## src/rtl/tt_sweep_pkg.sv

```systemverilog
// tt_sweep_pkg: FSM states and parameter limits shared by the truth-table sweeper.
package tt_sweep_pkg;
  localparam int N_IN_MAX = 6;
  localparam int HOLD_MAX = 255;
  localparam int HOLD_W = $clog2(HOLD_MAX + 1);
  typedef enum logic [1:0] {IDLE, DRIVE, DONE} state_e;
endpackage

```

## src/rtl/tt_hold_timer.sv

```systemverilog
// tt_hold_timer: down-counter that flags the final cycle of each HOLD-cycle pattern.
module tt_hold_timer
  import tt_sweep_pkg::*;
#(
  parameter int HOLD = 10
) (
  input  logic clk,
  input  logic rst,
  input  logic load,
  input  logic en,
  output logic last
);
  logic [HOLD_W-1:0] cnt_q, cnt_d;
  assign last = cnt_q == '0;
  always_comb cnt_d = load ? HOLD_W'(HOLD - 1) : (en && !last) ? cnt_q - 1'b1 : cnt_q;
  always_ff @(posedge clk or posedge rst)
    if (rst) cnt_q <= '0;
    else cnt_q <= cnt_d;
endmodule

```

## src/rtl/tt_sweep.sv

```systemverilog
// tt_sweep: drives every input pattern for HOLD cycles and captures the response truth table.
// Define TT_SWEEP_CHECK_EN to add the expected-table compare (exp_table/mismatch/mm_index).
module tt_sweep
  import tt_sweep_pkg::*;
#(
  parameter int N_IN = 3,
  parameter int HOLD = 10
) (
  input  logic                 clk,
  input  logic                 rst,
  input  logic                 start,
  output logic [N_IN-1:0]      stim,
  input  logic                 f_in,
  output logic                 busy,
  output logic                 done,
  output logic [2**N_IN-1:0]   table_out
`ifdef TT_SWEEP_CHECK_EN
  ,
  input  logic [2**N_IN-1:0]   exp_table,
  output logic                 mismatch,
  output logic [N_IN-1:0]      mm_index
`endif
);
  localparam logic [N_IN-1:0] STIM_MAX = '1;
  state_e state_q;
  logic [N_IN-1:0] stim_q;
  logic [2**N_IN-1:0] table_q;
  logic busy_q, done_q, last, accept, sample;
  assign accept = state_q == IDLE && start;
  assign sample = state_q == DRIVE && last;
  assign stim = stim_q;
  assign busy = busy_q;
  assign done = done_q;
  assign table_out = table_q;
  tt_hold_timer #(.HOLD(HOLD)) u_timer (
    .clk  (clk),
    .rst  (rst),
    .load (accept || (sample && stim_q != STIM_MAX)),
    .en   (state_q == DRIVE),
    .last (last)
  );
  always_ff @(posedge clk or posedge rst)
    if (rst) begin
      state_q <= IDLE;
      stim_q  <= '0;
      table_q <= '0;
      busy_q  <= 1'b0;
      done_q  <= 1'b0;
    end else begin
      done_q <= 1'b0;
      if (accept) begin
        state_q <= DRIVE;
        stim_q  <= '0;
        table_q <= '0;
        busy_q  <= 1'b1;
      end else if (sample) begin
        table_q[stim_q] <= f_in;
        if (stim_q == STIM_MAX) begin
          state_q <= DONE;
          stim_q  <= '0;
          busy_q  <= 1'b0;
          done_q  <= 1'b1;
        end else stim_q <= stim_q + 1'b1;
      end else if (state_q == DONE) state_q <= IDLE;
    end
`ifdef TT_SWEEP_CHECK_EN
  logic mm_q;
  logic [N_IN-1:0] mm_idx_q;
  assign mismatch = mm_q;
  assign mm_index = mm_idx_q;
  // Only the first differing pattern is latched for the whole sweep.
  always_ff @(posedge clk or posedge rst)
    if (rst || accept) begin
      mm_q     <= 1'b0;
      mm_idx_q <= '0;
    end else if (sample && !mm_q && f_in != exp_table[stim_q]) begin
      mm_q     <= 1'b1;
      mm_idx_q <= stim_q;
    end
`endif
endmodule

```

## config.mk

```make
export PLATFORM = sky130hd
export DESIGN_NAME = tt_sweep
export DESIGN_NICKNAME = d
export VERILOG_FILES = /design/src/rtl/tt_sweep_pkg.sv /design/src/rtl/tt_hold_timer.sv /design/src/rtl/tt_sweep.sv
export SDC_FILE = /design/constraint.sdc
export NUM_CORES = 1
export LEC_CHECK = 0
export BUFFER_PORTS_ARGS = -buffer_cell sky130_fd_sc_hd__buf_4
export CAP_MARGIN = 15
export CORE_MARGIN = 2
export CORE_UTILIZATION = 59
export CTS_CLUSTER_SIZE = 28
export DETAILED_ROUTE_END_ITERATION = 6
export PLACE_DENSITY = 0.82
export SLEW_MARGIN = 5
export SYNTH_ARGS = -nofsm -noshare
export SYNTH_HDL_FRONTEND = slang
export SYNTH_SLANG_ARGS = --single-unit
```

## constraint.sdc

```tcl
create_clock -name clk -period 5.9 [get_ports clk]
set_clock_uncertainty 0.2 [all_clocks]
set_input_delay 0.885 -clock clk [delete_from_list [all_inputs] [get_ports clk]]
set_output_delay 0.885 -clock clk [all_outputs]
set_load 0.05 [all_outputs]
```

After elaboration in Yosys (flattened, before gate mapping)
Index checks and enable logic that the tools add are counted.
{ "classes": {"add_sub_neg": 2, "magnitude_cmp": 2, "eq_ne": 5, "muxes": 20, "n_reduce_logical": 15} }
{ "ops": {"columns": ["cell", "n"], "rows": [
  ["8-bit 2-to-1 mux", 4],
  ["3-bit 2-to-1 mux", 3],
  ["8-bit bitwise mux", 1],
  ["8-bit logical NOT", 1],
  ["2-bit 2-to-1 mux", 4],
  ["8-bit by 1-bit subtractor with 8-bit output (second input constant)", 1],
  ["1-bit 2-to-1 mux", 7],
  ["2-bit nonzero test", 3],
  ["1-bit logical AND", 5],
  ["3-bit by 4-bit < comparator with 1-bit output (second input constant)", 1],
  ["2-bit AND reduction", 2],
  ["3-bit by 1-bit adder with 3-bit output (second input constant)", 1],
  ["1-bit demux with 3-bit select", 1],
  ["3-bit equality test (second input constant)", 1],
  ["3-bit by 1-bit >= comparator with 1-bit output (second input constant)", 1],
  ["3-bit by 2-bit != test with 1-bit output (second input constant)", 1],
  ["3-bit != test (second input constant)", 1],
  ["3-bit nonzero test", 1],
  ["2-bit by 1-bit equality test with 1-bit output (second input constant)", 1],
  ["2-bit equality test (second input constant)", 1],
  ["2-bit logical NOT", 1],
  ["1-bit logical NOT", 1],
  ["1-bit logical OR", 1]
]} }
{ "word_totals": {"ff_bits": 23, "out_inout_bits": 13, "elab_cells": 50} }

Logic depth before layout (Yosys ltp)
{ "logic_depth": {"depth_word": 7, "mapped_depth": 6, "mapped_depth_nobuf": 6} }

By module
Synthesis repeated with hierarchy kept, for this count alone.
{ "unflattened": {"cells_unflattened": 117, "area_unflattened_um2": 1221.2} }
{ "modules_own_cells": {"columns": ["mod", "n_inst", "cells_per_inst", "area_per_inst_um2", "seq_area_each_um2"], "rows": [
  ["tt_sweep", 1, 69, 757.0, 375.4],
  ["tt_hold_timer", 1, 48, 464.2, 200.2]
]} }

Worst setup path before layout
OpenSTA, ideal clock, no wires.
{ "synth_path": {"path_kind": "register to register", "from": "register u_timer.cnt_q[0]", "to": "register u_timer.cnt_q[2]", "setup_time_ps": 135, "arrival_time_ps": 1613, "t_required_ps": 5565, "setup_slack_ps": 3952, "path_stages_with_launch": 7, "path_buffers": 0, "path_cell_list": "dfrtp_1 -> inv_1 -> ha_1 -> nor3b_2 -> nand3_1 -> o21ai_1 -> nor2_1"} }
{ "synth_between": {"elab_chain_cells": 5} }
{ "synth_rtl": {"columns": ["item", "line_no", "text"], "rows": [
  ["from (decl)", "tt_hold_timer.sv:13", "logic [HOLD_W-1:0] cnt_q, cnt_d;"],
  ["from (signal assigned)", "tt_hold_timer.sv:18", "else cnt_q <= cnt_d;"],
  ["parallel branches: the longest is 5 deep, another holds 8-bit by 1-bit subtractor with 8-bit output", null, null]
]} }
Parallel ways; which one is timed is not known. The select of a mux whose other input is x is not followed.
A chain may end at the register's enable or synchronous reset.

Worst setup path in the final report
{ "layout_path": {"from": "register u_timer.cnt_q[0]", "to": "register u_timer.cnt_q[3]"} }
The elaborated chain is that of the path after synthesis.

==> out/results.txt <==
Max Slew Vio Count -> 0
FMAX -> 0.4174 GHz
Clock root buffer master -> sky130_fd_sc_hd__clkbuf_4
Vias in the first global route -> 976
Finished Cell Area -> 1371 um2
Synth Area in Compound Gates -> 10.65%
Die Outline Area -> 2408 um2
Antenna viol nets, final -> 0
Area used by multi-input combinational logic -> 589.3 um2
Global route overflow -> 0
Share of cells above drive strength 1 -> 21.17%
Area of the core region -> 1942 um2
Cell Area, Synth -> 1199 um2
Avg Cell Area, Syn -> 10.07 um2
Count of buffers added by post-CTS timing repair for setup -> 0
Number of antenna diodes -> 0
Critical Path AT -> 2460 ps
Count of fill cells added during filler insertion -> 155
Final-report hold violation count -> 0
CTS buffer count -> 3
Register bit count reported by yosys -> 23
Post-detailed-routing wire length -> 2495 um
Gr usage total -> 23.41%
Number of cells after detailed placement -> 160
Post-DP HPWL -> 1763 um
Worst-Skew Late Latency -> 310 ps
Synthesized-area fraction occupied by and/or/nand/nor cells -> 28.50%
Final Wtd Congestion -> 0.8578
Largest area contributor in the netlist -> sky130_fd_sc_hd__dfrtp_1
Worst slack, placed -> 3563 ps
Largest fanout on the critical path -> 9
Total power density per cell area -> 421.0 nW/um2
Cts hold-fix bufs -> 0
Classification of the worst-slack hold path -> flop to flop
Required time at the endpoint of the critical path -> 5960 ps
Wire length of the first global-routing pass -> 4353 um
Pin count of the biggest net entering global routing -> 24
DRC violation total after the first TritonRoute iteration -> 33
Type of origin of the critical path -> flop
Seq. cell area -> 575.6 um2
Final Setup Violations -> 0
Resized Gates After CTS -> 0
# nets final -> 145
Share of the synthesized netlist area taken by xor and xnor gates -> 4.384%
Static Leakage -> 0.0006313 uW
Antenna violations before repair -> 0
Number of instances in the synthesized netlist -> 119
Starting utilization of the core area -> 61.73%
Type of the worst setup path -> flop to flop
Count of max-cap constraint violations -> 0
Main combinational cell family by area after synthesis -> simple AND/OR/NAND/NOR gates
Multiplexer share of the synthesized area -> 2.505%
Top library cells by usage in the layout, fill and taps aside -> sky130_fd_sc_hd__dfrtp_1, sky130_fd_sc_hd__buf_4, sky130_fd_sc_hd__nor2_1
Count of input and output buffers -> 16
Number of different library cells in the post-synthesis netlist -> 37
DRC -> 0
Most frequent standard cell in the layout excluding fill and tap cells -> sky130_fd_sc_hd__dfrtp_1
Instance area after placement -> 1345 um2
Mean number of vias per cell -> 5.957
Crit path setup slack, layout -> 3504 ps
Clock sink total -> 23
Adder-cell area share of the yosys netlist -> 3.132%
Overall die height -> 49.08 um
Number of vias in the routed layout -> 977
Row Count -> 16
Worst VDD drop -> 276.2 uV
DR WL/cell -> 15.21 um
Rel. slew slack -> 43.08%
Ports placed on the boundary -> 17
Number of levels the H-tree was split into -> 1
CTS tree -> built
Number of synthesis warnings -> 0
Fraction of the yosys area taken by sequential cells -> 48.02%
Slew @ Worst Pin -> 852.8 ps
Kind of end point of the critical path -> flop
Die width -> 49.08 um
Setup TNS -> 0 ps
Biggest area contributors in the synthesized netlist -> sky130_fd_sc_hd__dfrtp_1, sky130_fd_sc_hd__nor2_1, sky130_fd_sc_hd__ha_1
Finished Layout Cells -> 164
RSZ-0062 raised after global routing -> false
Initial DRT Pass Iterations -> 6
Min Clock Period, post-route -> 2396 ps
Finished Core Util -> 70.62%
Status -> completed
Number of nets in the synthesized netlist -> 126
Area delta synth->final -> 14.41%
Proportion of netlist area held by the largest area contributor -> 48.02%
Final worst-path cycle share -> 40.60%
Bufs on Longest Clock Path -> 2
Clock transition at the registers of the reported paths -> 120 ps
==> through the flow <==
step / power [uW] / hold slack (ps)
global placement: 490.7 / 285.5
finish: 577.4 / 322.9
floorplan: 437.3 / 314.5
CTS: 576.8 / 330.5
detailed placement: 503.9 / 303.1
global route: 615.5 / 357.3
==> per-layer routing <==
| layer | vias to the layer above | wire, um | global-route usage [%] |
|---|---|---|---|
| li1 | 461 | - | - |
| met1 | 469 | 1055 | 30.04 |
| met2 | 42 | 1266 | 40.09 |
| met3 | 5 | 138 | 2.761 |
| met4 | 0 | 34 | 9.524 |
| met5 | - | 0 | 0 |
==> final timing paths <==
kind	from	endpoint	slack, ps	depth (start not counted)
worst min register to register	table_out[4]$_DFFE_PP0P_	table_out[4]$_DFFE_PP0P_	320	2
min in group asynchronous	rst	done$_DFF_PP0_	530	2
worst min-delay path	table_out[4]$_DFFE_PP0P_	table_out[4]$_DFFE_PP0P_	320	2
worst max register to register	u_timer.cnt_q[0]$_DFFE_PP0P_	u_timer.cnt_q[3]$_DFFE_PP0P_	3500	6
max in group asynchronous	rst	table_out[0]$_DFFE_PP0P_	4440	2
worst max-delay path	u_timer.cnt_q[0]$_DFFE_PP0P_	u_timer.cnt_q[3]$_DFFE_PP0P_	3500	6
==> sequential cells by signal, summed over array words and instances, names as in the netlist <==
signal,count
u_timer.cnt_q,8
busy,1
done,1
stim,3
table_out,8
state_q,2
==> report_power, final <==
group	total (uW)	switching, uW	internal, uW	leakage, uW
clock network	72.6	46.1	26.5	0.0000150
logic	250	155	94.7	0.000319
registers	255	58.4	196	0.000297
total	577	260	318	0.000631
==> cell families (layout without fill, tap and decap cells) <==
family,count (synthesis),count (layout)
fa+ha+maj,3,3
mux,3,3
xor+xnor,6,6
flops,23,23
simple gates,55,55
compound gates,20,20
buf+inv,9,27
==> cells in the mapped netlist, drive strengths merged <==
cell and instances:
nor4b 2, nor2b 1, and2 2, nand4b 3
a21oi 5, mux2i 3, nand3 5, or4 1
nand2 8, nor2 14, o41ai 2, nand4 4
o21ai 5, buf 1, ha 3, o31ai 3
xor2 2, a211oi 2, o21a 1, nand3b 2
xnor2 4, or2b 1, dfrtp 23, nor3b 1
nor3 3, nand2b 2, or2 1, nor4 2
clkbuf 1, o211ai 2, and3 2, or3b 1
inv 7
==> final cells by class <==
class                      instances  share of cell area (%)
timing repair buffer              16                   8.759
tap                               27                   2.463
inverter                           7                   1.916
multi-input combinational         87                   42.97
sequential                        23                   41.97
clock buffer                       4                   1.916
==> worst max-delay path, cell delays in order, from the launching register on <==
cell and delay (ps):
sky130_fd_sc_hd__dfrtp_1 420, sky130_fd_sc_hd__inv_1 80, sky130_fd_sc_hd__ha_1 180, sky130_fd_sc_hd__nor3b_2 460, sky130_fd_sc_hd__nand3_1 290, sky130_fd_sc_hd__o21ai_1 530, sky130_fd_sc_hd__nand2b_1 180
(Power assumes the default switching activity.)
